--- src/rtl/tick_enable_gen.sv ---
// Tick/enable generator: turns two push-button levels into a run/stop
// controlled periodic enable (period DIV clocks) plus single-step pulses
// while stopped, and counts every enable pulse it issues.
module tick_enable_gen #(
    parameter int unsigned DIV = 5,
    parameter int unsigned CW  = 16
) (
    input  logic          clk,
    input  logic          reset,
    input  logic          btn_run,
    input  logic          btn_step,
    output logic          enable,
    output logic          running,
    output logic [CW-1:0] pulse_cnt
);

    localparam int unsigned   PW   = (DIV > 1) ? $clog2(DIV) : 1;
    localparam logic [PW-1:0] LAST = PW'(DIV - 1);

    if (DIV < 1 || DIV > 2**24) begin : g_bad_div
        $error("tick_enable_gen: DIV must be in 1..2^24");
    end

    typedef enum logic {
        IDLE,
        RUN
    } state_t;

    // Bit 0 = stage1, bit 1 = stage2, bit 2 = edge-detect flop.
    logic [2:0]    run_sync_q, run_sync_d;
    logic [2:0]    step_sync_q, step_sync_d;
    // Marks when stage2 holds a real sample rather than its reset value.
    logic [1:0]    smpl_vld_q, smpl_vld_d;
    // A button only arms once it has been seen low after reset, so a button
    // already held at release does not count as a press.
    logic          run_armed_q, run_armed_d;
    logic          step_armed_q, step_armed_d;
    logic          run_edge;
    logic          step_edge;

    state_t        state_q;
    logic [PW-1:0] presc_q;
    logic          enable_q;
    logic          running_q;
    logic [CW-1:0] pulse_cnt_q, pulse_cnt_d;

    // Next-state for synchronizers, arming flags and the pulse counter.
    always_comb begin
        run_sync_d   = {run_sync_q[1:0], btn_run};
        step_sync_d  = {step_sync_q[1:0], btn_step};
        smpl_vld_d   = {smpl_vld_q[0], 1'b1};
        run_armed_d  = run_armed_q  | (smpl_vld_q[1] & ~run_sync_q[1]);
        step_armed_d = step_armed_q | (smpl_vld_q[1] & ~step_sync_q[1]);
        pulse_cnt_d  = pulse_cnt_q + CW'(enable_q);
    end

    assign run_edge  = run_sync_q[1]  & ~run_sync_q[2]  & run_armed_q;
    assign step_edge = step_sync_q[1] & ~step_sync_q[2] & step_armed_q;

    // Button synchronizers, arming flags and issued-pulse counter.
    always_ff @(posedge clk or negedge reset) begin
        if (!reset) begin
            run_sync_q   <= '0;
            step_sync_q  <= '0;
            smpl_vld_q   <= '0;
            run_armed_q  <= 1'b0;
            step_armed_q <= 1'b0;
            pulse_cnt_q  <= '0;
        end else begin
            run_sync_q   <= run_sync_d;
            step_sync_q  <= step_sync_d;
            smpl_vld_q   <= smpl_vld_d;
            run_armed_q  <= run_armed_d;
            step_armed_q <= step_armed_d;
            pulse_cnt_q  <= pulse_cnt_d;
        end
    end

    // Run/stop FSM with prescaler; enable and running are registered here.
    always_ff @(posedge clk or negedge reset) begin
        if (!reset) begin
            state_q   <= IDLE;
            presc_q   <= '0;
            enable_q  <= 1'b0;
            running_q <= 1'b0;
        end else begin
            case (state_q)
                IDLE: begin
                    presc_q <= '0;
                    if (run_edge) begin
                        state_q   <= RUN;
                        enable_q  <= 1'b0;
                        running_q <= 1'b1;
                    end else begin
                        enable_q  <= step_edge;
                        running_q <= 1'b0;
                    end
                end
                RUN: begin
                    if (run_edge) begin
                        // Stopping wins over a wrap due on the same edge.
                        state_q   <= IDLE;
                        presc_q   <= '0;
                        enable_q  <= 1'b0;
                        running_q <= 1'b0;
                    end else if (presc_q == LAST) begin
                        presc_q  <= '0;
                        enable_q <= 1'b1;
                    end else begin
                        presc_q  <= presc_q + PW'(1);
                        enable_q <= 1'b0;
                    end
                end
                default: begin
                    state_q   <= IDLE;
                    presc_q   <= '0;
                    enable_q  <= 1'b0;
                    running_q <= 1'b0;
                end
            endcase
        end
    end

    assign enable    = enable_q;
    assign running   = running_q;
    assign pulse_cnt = pulse_cnt_q;

endmodule

--- config.mk ---
export PLATFORM = sky130hd
export DESIGN_NAME = tick_enable_gen
export DESIGN_NICKNAME = d
export VERILOG_FILES = /design/src/rtl/tick_enable_gen.sv
export SDC_FILE = /design/constraint.sdc
export NUM_CORES = 1
export LEC_CHECK = 0
export BUFFER_PORTS_ARGS = -buffer_cell sky130_fd_sc_hd__buf_2
export CORE_ASPECT_RATIO = 1.2
export CORE_MARGIN = 1
export CORE_UTILIZATION = 61
export CTS_BUF_LIST = sky130_fd_sc_hd__clkbuf_4 sky130_fd_sc_hd__clkbuf_8
export CTS_CLUSTER_SIZE = 16
export DETAILED_ROUTE_END_ITERATION = 6
export MAX_ROUTING_LAYER = met4
export PLACE_DENSITY = 0.86
export SLEW_MARGIN = 20
export SYNTH_ARGS = -nofsm -noshare
export SYNTH_HDL_FRONTEND = slang
export SYNTH_SLANG_ARGS = --single-unit
--- constraint.sdc ---
create_clock -name clk -period 3.87 [get_ports clk]
set_input_delay 0.9675 -clock clk [delete_from_list [all_inputs] [get_ports clk]]
set_output_delay 0.9675 -clock clk [all_outputs]
set_load 0.03 [all_outputs]
Word level (Yosys, flattened, before mapping)
Index checks and enable logic that the tools add are counted.
{"block": "totals", "regBits": 32, "input_bits": 4, "out_inout_bits": 18, "elab_cells": 39}
{"block": "classes", "add_sub_neg": 2, "eq_ne": 2, "mux": 12, "n_bitwise": 13}
{"cell": "adder 16 x 1 -> 16 bit", "count": 1}
{"cell": "bitwise AND 1 bit", "count": 6}
{"cell": "2-to-1 mux 1 bit", "count": 6}
{"cell": "2-to-1 mux 3 bit", "count": 2}
{"cell": "case mux 1 bit (2 select lines)", "count": 3}
{"cell": "case mux 3 bit (2 select lines)", "count": 1}
{"cell": "inverter 1 bit", "count": 5}
{"cell": "adder 3 x 1 -> 3 bit, second input constant", "count": 1}
{"cell": "== test 3 bit, second input constant", "count": 1}
{"cell": "inequality test 2 bit, second input constant", "count": 1}
{"cell": "bitwise OR 1 bit", "count": 2}

Logic depth before layout (Yosys ltp)
Gate-level depths: netlist (run 1).
{"block": "logic_depth", "depth_word": 5, "depth_mapped": 5, "mapped_depth_nobuf": 5}

Worst setup path before layout (run 1)
No wires, ideal clock.
{"block": "synth_path", "path_type": "reg2reg", "from": "register pulse_cnt_q[0], in the netlist pulse_cnt[0]", "to": "register pulse_cnt_q[8], in the netlist pulse_cnt[8]", "setup_time_ns": 0.134, "t_arrival_ns": 1.452, "required_time_ns": 3.736, "setup_slack_ns": 2.284, "path_stages_with_launch": 6, "path_buffers": 0, "period_less_slack_ns": 1.586, "cell_sequence": "dfrtp_1 ha_1 ha_1 and4_2 nand4_1 xnor2_1"}
{"block": "synth_between", "elab_chain_cells": 1}
{"item": "from (decl)", "line": "45", "text": "logic [CW-1:0] pulse_cnt_q, pulse_cnt_d;"}
{"item": "from (signal assigned)", "line": "75", "text": "pulse_cnt_q <= pulse_cnt_d;"}
{"item": "adder 16 x 1 -> 16 bit", "line": "54", "text": "pulse_cnt_d = pulse_cnt_q + CW'(enable_q);"}
{"item": "net pulse_cnt_d[8]", "line": "45"}
The timed path passes the listed nets, and every way through them passes these cells.
A chain may end at the register's enable or synchronous reset.

Final worst setup path (run 1)
{"block": "layout_path", "from": "register pulse_cnt_q[2], in the netlist pulse_cnt[2]", "to": "output port pulse_cnt[2]"}
{"item": "to (decl)", "line": "14", "text": "output logic [CW-1:0] pulse_cnt"}
No word-level cell between the ends.

==> results of run 1 <==
-- registers in the layout, indices dropped and copies added, names as in the netlist, 2 cells and up --
signal / flops
smpl_vld_q: 2
presc_q: 3
step_sync_q: 3
pulse_cnt: 16
run_sync_q: 3
-- area by class of cell --
| type | count | area, um^2 | area share, % |
|---|---|---|---|
| Timing Repair Buffer | 21 | 105 | 7.11 |
| Tap cell | 19 | 23.8 | 1.61 |
| Inverter | 8 | 30.0 | 2.03 |
| Multi-Input combinational cell | 57 | 453 | 30.6 |
| Clock buffer | 8 | 66.3 | 4.48 |
| Sequential cell | 32 | 801 | 54.1 |
-- metrics by stage --
step | worst slack [ns] | hold WS (ns) | cell area (um^2)
finish | 1.86 | 0.349 | 1480
global placement | 2.23 | 0.333 | 1410
detailed placement | 2.20 | 0.336 | 1410
floorplan | 2.28 | 0.331 | 1280
global route | 1.79 | 0.363 | 1480
CTS | 1.83 | 0.354 | 1480
-- per-layer routing --
| metal | wire, um | GRT usage, % |
|---|---|---|
| met1 | 982 | 32.9 |
| met2 | 1070 | 37.8 |
| met3 | 109 | 8.28 |
| met4 | 47 | 13.6 |
| met5 | 0 | - |
-- final timing paths --
kind	start	end	slack, ns	cells past startpoint
min in group asynchronous	reset	presc_q[1]$_DFF_PN0_	0.66	1
max in group asynchronous	reset	smpl_vld_q[1]$_DFF_PN0_	2.76	1
hold reg to reg	run_sync_q[0]$_DFF_PN0_	run_sync_q[1]$_DFF_PN0_	0.35	0
hold / removal	run_sync_q[0]$_DFF_PN0_	run_sync_q[1]$_DFF_PN0_	0.35	0
setup reg to reg	enable$_DFF_PN0_	pulse_cnt[14]$_DFF_PN0_	2.34	5
setup / recovery	pulse_cnt[2]$_DFF_PN0_	pulse_cnt[2]	1.86	1
-- logic make-up (layout without fill, tap and decap cells) --
| group | Yosys count | count (layout) | share of synthesized area, % |
|---|---|---|---|
| AOI/OAI and AO/OA | 5 | 5 | 2.63 |
| xor gates and xnor gates | 14 | 14 | 9.55 |
| adders and majority gates | 7 | 7 | 6.82 |
| buffers and inverters | 8 | 37 | 2.34 |
| DFF | 32 | 32 | 62.4 |
| muxes | 1 | 1 | 0.877 |
| other | 1 | 1 | 0.292 |
| and+or+nand+nor | 29 | 29 | 15.1 |
-- placed cells by master (no fill, tap or decap) --
cell,synthesis,routed
dfrtp_1,32,32
buf_2,0,21
xnor2_1,10,10
inv_1,8,8
ha_1,7,7
clkbuf_4,0,7
nand4_1,5,5
xor2_1,4,4
nand3_1,4,4
nand2_1,3,3
and3_1,3,3
nor2_1,3,3
and4_1,2,2
a21o_1,2,2
nand3_2,1,1
nand4_2,1,1
nor4_2,1,1
and4_2,1,1
nand4b_1,1,1
nor3_1,1,1
nand3b_1,1,1
a211oi_1,1,1
nor4bb_1,1,1
a31oi_1,1,1
nor3b_1,1,1
a21oi_1,1,1
mux2_2,1,1
clkbuf_8,0,1
conb_1,1,1
-- power groups by stage --
stage	logic, uW	registers [uW]	clock network, uW
6_report	174	438	210
5_1_grt	190	446	233
4_1_cts	176	439	218
3_5_place_dp	173	445	0
3_3_place_gp	162	438	0
2_1_floorplan	64.8	488	0
==> summary.md, run 1 <==
| Metric | Value |
|---|---|
| Peak Freq | 0.496 GHz |
| Final setup fails | 0 |
| Leakage | 0.000779 uW |
| Initial antenna violation count | 0 |
| DRC | 0 |
| Min Clock Period, post-route | 2.01 ns |
| Clock buffer depth | 2 |
| Placed cell count | 137 |
| Slowest CP cell | dfrtp_1 |
| Worst-path clk slew | 0.10 ns |
| CP Class | flop to output pin |
| Synth Flop Type | dfrtp_1 |
| Max_cap viols | 0 |
| Top cells by area, synth | dfrtp_1 62%, ha_1 6.8%, xnor2_1 6.8% |
| CP Data Required Time | 2.90 ns |
| Synth area leader | dfrtp_1 |
| Cell Rows | 17 |
| Grt ovf | 0 |
| Peak VDD IR | 448 uV |
| Async SR Flop Fraction | 100% |
| Non-filler instance count after layout | 145 |
| CTS sink count | 32 |
| Hpwl dp | 1550 um |
| Die footprint | 2290 um^2 |
| Post-synth EDFFs | 0 |
| Synth unique cells | 26 |
| Final core occ | 77.3% |
| Sw Ratio | 33.4% |
| P&R area growth vs syn | 15.2% |
| Root Buffer | clkbuf_4 |
| Skew final | 0.0111 ns |
| Share of power burned in combinational logic | 21.2% |
| Worst rel slew slack | 54.4% |
| Die height | 52.3 um |
| CP top delay family | flip-flops |
| Crit path buffers/inverters | 1 |
| Data arrival time of the critical path | 1.05 ns |
| Synth Instances | 97 |
| Worst hold path class | flop to flop |
| Antenna Nets Post-Route | 0 |
| CP max FO | 8 |
| Synthesis-stage register bit count | 32 |
| Max stage delay on crit path | 0.48 ns |
| Die W | 43.9 um |
| Slew Viols, Final | 0 |
| P_sw | 274 uW |
| Int Power | 547 uW |
| TritonCTS clock tree | done |
| Clock power share | 25.5% |
| Global Route Usage Sum | 26.0% |
| Synthesized area | 1280 um^2 |
| Crit-path cells | buf_2 |
| Post-Syn Area per Cell | 13.2 um^2 |
| Detailed Route WL | 2210 um |
| Clock latency on the worst-skew pair | 0.33 ns |
| Flop pwr share | 53.3% |
| N_diodes | 0 |
| Crit start category | flop |
| Share of the synthesized area in the top cell type | 62.4% |
| Hold Vio Cnt, Final | 0 |
| Syn_nets | 108 |
| Routed len/inst | 15.3 um |
| Worst Max-Slew Pin Slew | 0.684 ns |
| PortBufs | 21 |
| H-tree levels | 2 |
| Post-cts sizing count | 0 |
| RSZ-0062 raised after global routing | false |
| Synth cell count leaders | 32 x dfrtp_1, 10 x xnor2_1, 8 x inv_1 |
| Most numerous cell in the Yosys netlist | dfrtp_1 |
| IO Pins | 22 |
| Largest net degree at the start of global routing | 33 |
| Power per Cell Area | 555 nW/um^2 |
| Final Net Count | 136 |
| Share of layout cells above drive strength 1 | 27.0% |
| Starting DRC count in detailed routing | 9 |
| Avg Vias per Cell | 5.59 |
| Initial Util | 67.1% |
| Crit. End Element | output pin |
| Power, Total | 821 uW |
| Vias in the first global route | 808 |
| Period Utilization, post-route | 52.0% |
| Via count | 810 |
| Num CTS Buffers | 5 |
| Core area | 1910 um^2 |
| GP Congestion | 0.723 |
| Post-CTS Setup Bufs | 0 |
| Pre-antenna DRT Iters | 6 |
| First-pass GRT wire length | 3870 um |
| Outcome | finished clean |
| Filler cells | 131 |
| Cts hold-fix bufs | 0 |
| Setup TNS | 0 ns |
| Sequential-to-total area share from yosys stat | 62.4% |
| Synth warn | 0 |
No activity file was read; power rests on OpenSTA's default activity.
==> inputs of run 2 (changes only) <==
- ABC_AREA: default -> 1
- CORE_UTILIZATION: 61 -> 57
- PLACE_DENSITY: 0.86 -> 0.8
- clock period: 3.87 -> 1.9 ns (I/O delays scaled with it)
==> run 2 against run 1 <==
- sequential cell count is the same
- largest cell class unchanged
- register-to-register slack lost 1.8 ns
- power grew 110%
- sequential share of layout area shrank 4.2 points
- synthesized area grew 7.4%
- largest power group unchanged
- critical path type unchanged
- clock skew shrank 0.00090 ns
- highest routed layer unchanged
- global-route usage shrank 4.3 points
- die area grew 14%
- synthesized cell count grew 41%
- via count grew 21%
- combinational power grew 100%
- routed wire length shrank 0.23%
==> summary.md, run 2 <==
| Metric | Value |
|---|---|
| Setup TNS | 0 ns |
| Largest net degree at the start of global routing | 33 |
| Synth Flop Type | dfrtp_1 |
| Die W | 46.9 um |
| Post-cts sizing count | 0 |
| Worst hold path class | input port to async pin |
| Initial antenna violation count | 0 |
| Clock power share | 29.5% |
| Register area | 801 um^2 |
| Top layer in use | met4 |
| Cell Rows | 19 |
| Initial Util | 60.4% |
| Worst-path clk slew | 0.10 ns |
| P&R area growth vs syn | 16.2% |
| CP max FO | 5 |
| Num CTS Buffers | 5 |
| TritonCTS clock tree | done |
| Period Utilization, post-route | 79.4% |
| Clock buffer depth | 2 |
| Slowest CP cell | dfrtp_1 |
| Core area | 2280 um^2 |
| Post-synth EDFFs | 0 |
| CTS sink count | 32 |
| Die height | 55.9 um |
| Detailed Route WL | 2210 um |
| CP Class | flop to output pin |
| Routed length on met3 | 106 um |
| Peak Freq | 0.663 GHz |
| Synth warn | 0 |
| Crit. End Element | output pin |
| Leakage | 0.000839 uW |
| Via count | 979 |
| Outcome | finished clean |
| H-tree levels | 2 |
| Flop pwr share | 50.3% |
| Hpwl dp | 1700 um |
| M1 WL | 859 um |
| CP Data Required Time | 1.42 ns |
| CP top delay family | flip-flops |
| Crit-path cells | buf_2 |
| Reg2reg start | enable$_DFF_PN0_ |
| Multi-input gate area | 507 um^2 |
| Top cells by area, synth | dfrtp_1 58%, nand2_1 7.6%, ha_1 6.4% |
| Worst rel slew slack | 55.3% |
| Syn_nets | 148 |
| Worst Max-Slew Pin Slew | 0.670 ns |
| RSZ-0062 raised after global routing | false |
| Final core occ | 70.2% |
| Skew final | 0.0102 ns |
| Int Power | 1180 uW |
| Antenna Nets Post-Route | 0 |
| Global Route Usage Sum | 21.7% |
| Synthesized area | 1380 um^2 |
| Filler cells | 174 |
| Final Net Count | 176 |
| Starting DRC count in detailed routing | 15 |
| Avg Vias per Cell | 4.97 |
| Synth Instances | 137 |
| Grt ovf | 0 |
| IO Pins | 22 |
| Sequential-to-total area share from yosys stat | 58.1% |
| Post-Syn Area per Cell | 10.1 um^2 |
| Synth area leader | dfrtp_1 |
| Synth cell count leaders | 32 x dfrtp_1, 28 x nand2_1, 19 x inv_1 |
| Max_cap viols | 0 |
| Routed len/inst | 11.2 um |
| Final setup fails | 0 |
| Most frequent cells in the layout | 32 x dfrtp_1, 28 x nand2_1, 21 x buf_2 |
| Commonest non-fill, non-tap cell in the layout | dfrtp_1 |
| Most numerous cell in the Yosys netlist | dfrtp_1 |
| N_diodes | 0 |
| Root Buffer | clkbuf_4 |
| Min Clock Period, post-route | 1.51 ns |
| Async SR Flop Fraction | 100% |
| GP Congestion | 0.861 |
| Clock latency on the worst-skew pair | 0.33 ns |
| Share of layout cells above drive strength 1 | 24.7% |
| Share of power burned in combinational logic | 20.2% |
| Post-CTS Setup Bufs | 0 |
| Sw Ratio | 31.5% |
| Cts hold-fix bufs | 0 |
| Max reg flops | 16 |
| Worst r2r path cells | 8 |
| WL met2 | 1210 um |
| P_sw | 543 uW |
| DRC | 0 |
| Die footprint | 2620 um^2 |
| Share of the synthesized area in the top cell type | 58.1% |
| Data arrival time of the critical path | 1.03 ns |
| Vias in the first global route | 979 |
| Crit path buffers/inverters | 1 |
| R2r setup slk | 0.56 ns |
| PortBufs | 21 |
| Power per Cell Area | 1080 nW/um^2 |
| Crit start category | flop |
| Worst r2r dst | pulse_cnt[10]$_DFF_PN0_ |
| Peak VDD IR | 1270 uV |
| Pre-antenna DRT Iters | 4 |
| Synthesis-stage register bit count | 32 |
| Hold Vio Cnt, Final | 0 |
| Max stage delay on crit path | 0.47 ns |
| Slew Viols, Final | 0 |
| First-pass GRT wire length | 3800 um |
| Synth unique cells | 19 |
-- run 2: cell count changes after synthesis, sizes merged, moves of 2 or more --
cell   before  now
nand2       3   33
nor2        3   19
inv         8   19
xnor2      10    4
o21ai       0    4
and3        3    0
and4        3    0
a21o        2    0
nand4       6    4
-- run 2: metrics by stage --
stage,std cells,area [um^2],total power [uW],hold slack [ns],setup WS [ns]
after floorplan,137,1380,1120,0.179,0.425
after global placement,189,1520,1220,0.335,0.597
after detailed placement,189,1520,1240,0.343,0.534
after CTS,197,1600,1750,0.184,0.373
after global routing,197,1600,1830,0.215,0.321
final,197,1600,1720,0.168,0.391
-- run 2: logic make-up (layout without fill, tap and decap cells) --
logic type	count (synthesis)	count (layout)	synth area share, %
AO/OA/AOI/OAI	5	5	2.00
XOR/XNOR	9	9	5.72
adder cells (fa/ha/maj)	7	7	6.35
buffers and inverters	19	48	5.17
flip-flops	32	32	58.1
multiplexers	1	1	0.817
other	1	1	0.272
AND/OR/NAND/NOR	63	63	21.6
-- run 2: layout make-up --
type / count / share of cell area [%]
sequential: 32 / 50.0
multi-input combinational: 86 / 31.6
timing repair buffer: 21 / 6.56
inverter: 19 / 4.45
clock buffer: 6 / 2.81
tap: 31 / 2.42
clock inverter: 2 / 2.19
-- run 2: power groups by stage --
| stage | Combinational (uW) | Clock [uW] | Sequential [uW] |
|---|---|---|---|
| after global placement | 340 | 0 | 875 |
| after global routing | 384 | 565 | 885 |
| after detailed placement | 356 | 0 | 881 |
| after floorplan | 139 | 0 | 981 |
| after CTS | 357 | 526 | 870 |
| final | 349 | 508 | 867 |
-- run 2: how the worst max path moves through the flow --
stage	slack, ns	depth (start not counted)	startpoint	end
6_report	0.39	1	pulse_cnt[4]$_DFF_PN0_	pulse_cnt[4]
4_1_cts	0.37	1	pulse_cnt[4]$_DFF_PN0_	pulse_cnt[4]
3_5_place_dp	0.53	7	enable$_DFF_PN0_	pulse_cnt[14]$_DFF_PN0_
5_1_grt	0.32	1	pulse_cnt[4]$_DFF_PN0_	pulse_cnt[4]
3_3_place_gp	0.60	7	enable$_DFF_PN0_	pulse_cnt[14]$_DFF_PN0_
2_1_floorplan	0.43	7	pulse_cnt[0]$_DFF_PN0_	pulse_cnt[14]$_DFF_PN0_
-- run 2: routing by layer --
layer | up-vias | global-route usage, %
li1 | 474 | -
met1 | 474 | 21.0
met2 | 27 | 35.3
met4 | 0 | 9.80
met5 | - | -
met3 | 4 | 9.74
==> inputs of run 3 (changes only) <==
- clock period: 1.9 -> 1.4 ns (I/O delays scaled with it)
==> run 3 against run 2 <==
- cell count up 0.51%
- clock skew down 0.0047 ns
- die area unchanged
- critical endpoint is now pulse_cnt[3]
- largest cell class unchanged
- largest power group unchanged
- highest routed layer unchanged
==> summary.md, run 3 (synthesis results as in run 2) <==
| Metric | Value |
|---|---|
| IO Pins | 22 |
| Crit-path cells | buf_2 |
| Largest net degree at the start of global routing | 33 |
| Pre-antenna DRT Iters | 4 |
| Die footprint | 2620 um^2 |
| Routed len/inst | 11.6 um |
| Global Route Usage Sum | 22.1% |
| Leakage | 0.000825 uW |
| Detailed Route WL | 2300 um |
| Crit path buffers/inverters | 1 |
| Worst-path clk slew | 0.09 ns |
| Cell Rows | 19 |
| Root Buffer | clkbuf_4 |
| Non-filler instance count after layout | 198 |
| Slew Viols, Final | 0 |
| Worst hold path class | input port to async pin |
| Most frequent cells in the layout | 28 x nand2_1, 26 x dfrtp_1, 21 x buf_2 |
| CTS sink count | 32 |
| CP max FO | 5 |
| P_sw | 767 uW |
| Pre-CTS WS | 0.0366 ns |
| Max_cap viols | 0 |
| GP Congestion | 0.895 |
| Final setup fails | 0 |
| Power per Cell Area | 1370 nW/um^2 |
| Antenna Nets Post-Route | 0 |
| Peak Freq | 0.750 GHz |
| Via count | 976 |
| Outcome | finished clean |
| Max stage delay on crit path | 0.44 ns |
| Max reg flops | 16 |
| Clock power share | 23.7% |
| Power, Total | 2240 uW |
| Slowest CP cell | dfrtp_2 |
| Final core occ | 71.6% |
| Share of layout cells above drive strength 1 | 30.5% |
| Crit. End Element | output pin |
| Share of power burned in combinational logic | 22.3% |
| First-pass GRT wire length | 3860 um |
| H-tree levels | 2 |
| Int Power | 1470 uW |
| P&R area growth vs syn | 18.5% |
| Final Net Count | 177 |
| Hpwl dp | 1740 um |
| Initial Util | 60.4% |
| Min Clock Period, post-route | 1.33 ns |
| Crit start category | flop |
| Flop pwr share | 54.0% |
| Hold Vio Cnt, Final | 0 |
| Post-placement cell area | 1530 um^2 |
| Period Utilization, post-route | 95.3% |
| Clock buffer depth | 2 |
| Clock latency on the worst-skew pair | 0.32 ns |
| Final Instance Area | 1630 um^2 |
| CP Class | flop to output pin |
| Placed cell count | 190 |
| Starting DRC count in detailed routing | 9 |
| Sw Ratio | 34.2% |
| N_diodes | 0 |
| Die W | 46.9 um |
| Commonest non-fill, non-tap cell in the layout | nand2_1 |
| Grt ovf | 0 |
| Die height | 55.9 um |
| CP top delay family | flip-flops |
| PortBufs | 21 |
| DRC | 0 |
| Post-CTS Setup Bufs | 0 |
| Peak VDD IR | 1120 uV |
| Core area | 2280 um^2 |
| Initial antenna violation count | 0 |
| Avg Vias per Cell | 4.93 |
| TritonCTS clock tree | done |
| Setup WS post-layout | 0.0663 ns |
| Data arrival time of the critical path | 0.98 ns |
| Skew final | 0.00545 ns |
| Vias in the first global route | 959 |
| CP Data Required Time | 1.05 ns |
| Num CTS Buffers | 5 |
run 3: layout make-up:
class / count / area [um^2]
fillers: 182 / 648
clock buffers: 6 / 51.3
multi-input cells: 86 / 542
repair buffers: 22 / 113
well taps: 31 / 38.8
inverters: 19 / 71.3
flip-flops and latches: 32 / 808
clock inverters: 2 / 10.0
run 3: per-stage QoR:
step | hold slack, ns | TNS [ns]
global route | 0.0439 | -0.00157
detailed placement | 0.337 | 0
global placement | 0.332 | 0
floorplan | 0.0544 | 0
finish | 0.0320 | 0
CTS | 0.0307 | 0
run 3: final timing paths:
check / from / end / slack, ns / depth (start not counted)
max: pulse_cnt[3]$_DFF_PN0_ / pulse_cnt[3] / 0.07 / 1
min: reset / pulse_cnt[5]$_DFF_PN0_ / 0.03 / 2
max reg2reg: enable$_DFF_PN0_ / pulse_cnt[10]$_DFF_PN0_ / 0.09 / 7
min reg2reg: step_sync_q[0]$_DFF_PN0_ / step_sync_q[1]$_DFF_PN0_ / 0.36 / 0
max in group asynchronous: reset / pulse_cnt[4]$_DFF_PN0_ / 1.06 / 2
min in group clk: btn_step / step_sync_q[0]$_DFF_PN0_ / 0.13 / 1
run 3: metal layers:
layer | track usage, % | up-vias | wire (um)
met2 | 36.7 | 24 | 1310
li1 | - | 478 | -
met1 | 22.1 | 470 | 869
met3 | 7.79 | 4 | 89
met4 | 10.2 | 0 | 24
met5 | - | - | 0
run 3: power groups by stage:
stage          clock (uW)  sequential [uW]  combinational, uW
2_1_floorplan           0             1340                188
5_1_grt               592             1230                560
6_report              532             1210                500
3_5_place_dp            0             1210                495
4_1_cts               557             1190                501
3_3_place_gp            0             1190                463
run 3: repair_timing:
item	4_1_cts	5_1_grt
gates resized for setup	1	10
pin swaps	0	0
hold buffers	0	0
setup endpoints to repair	1	5
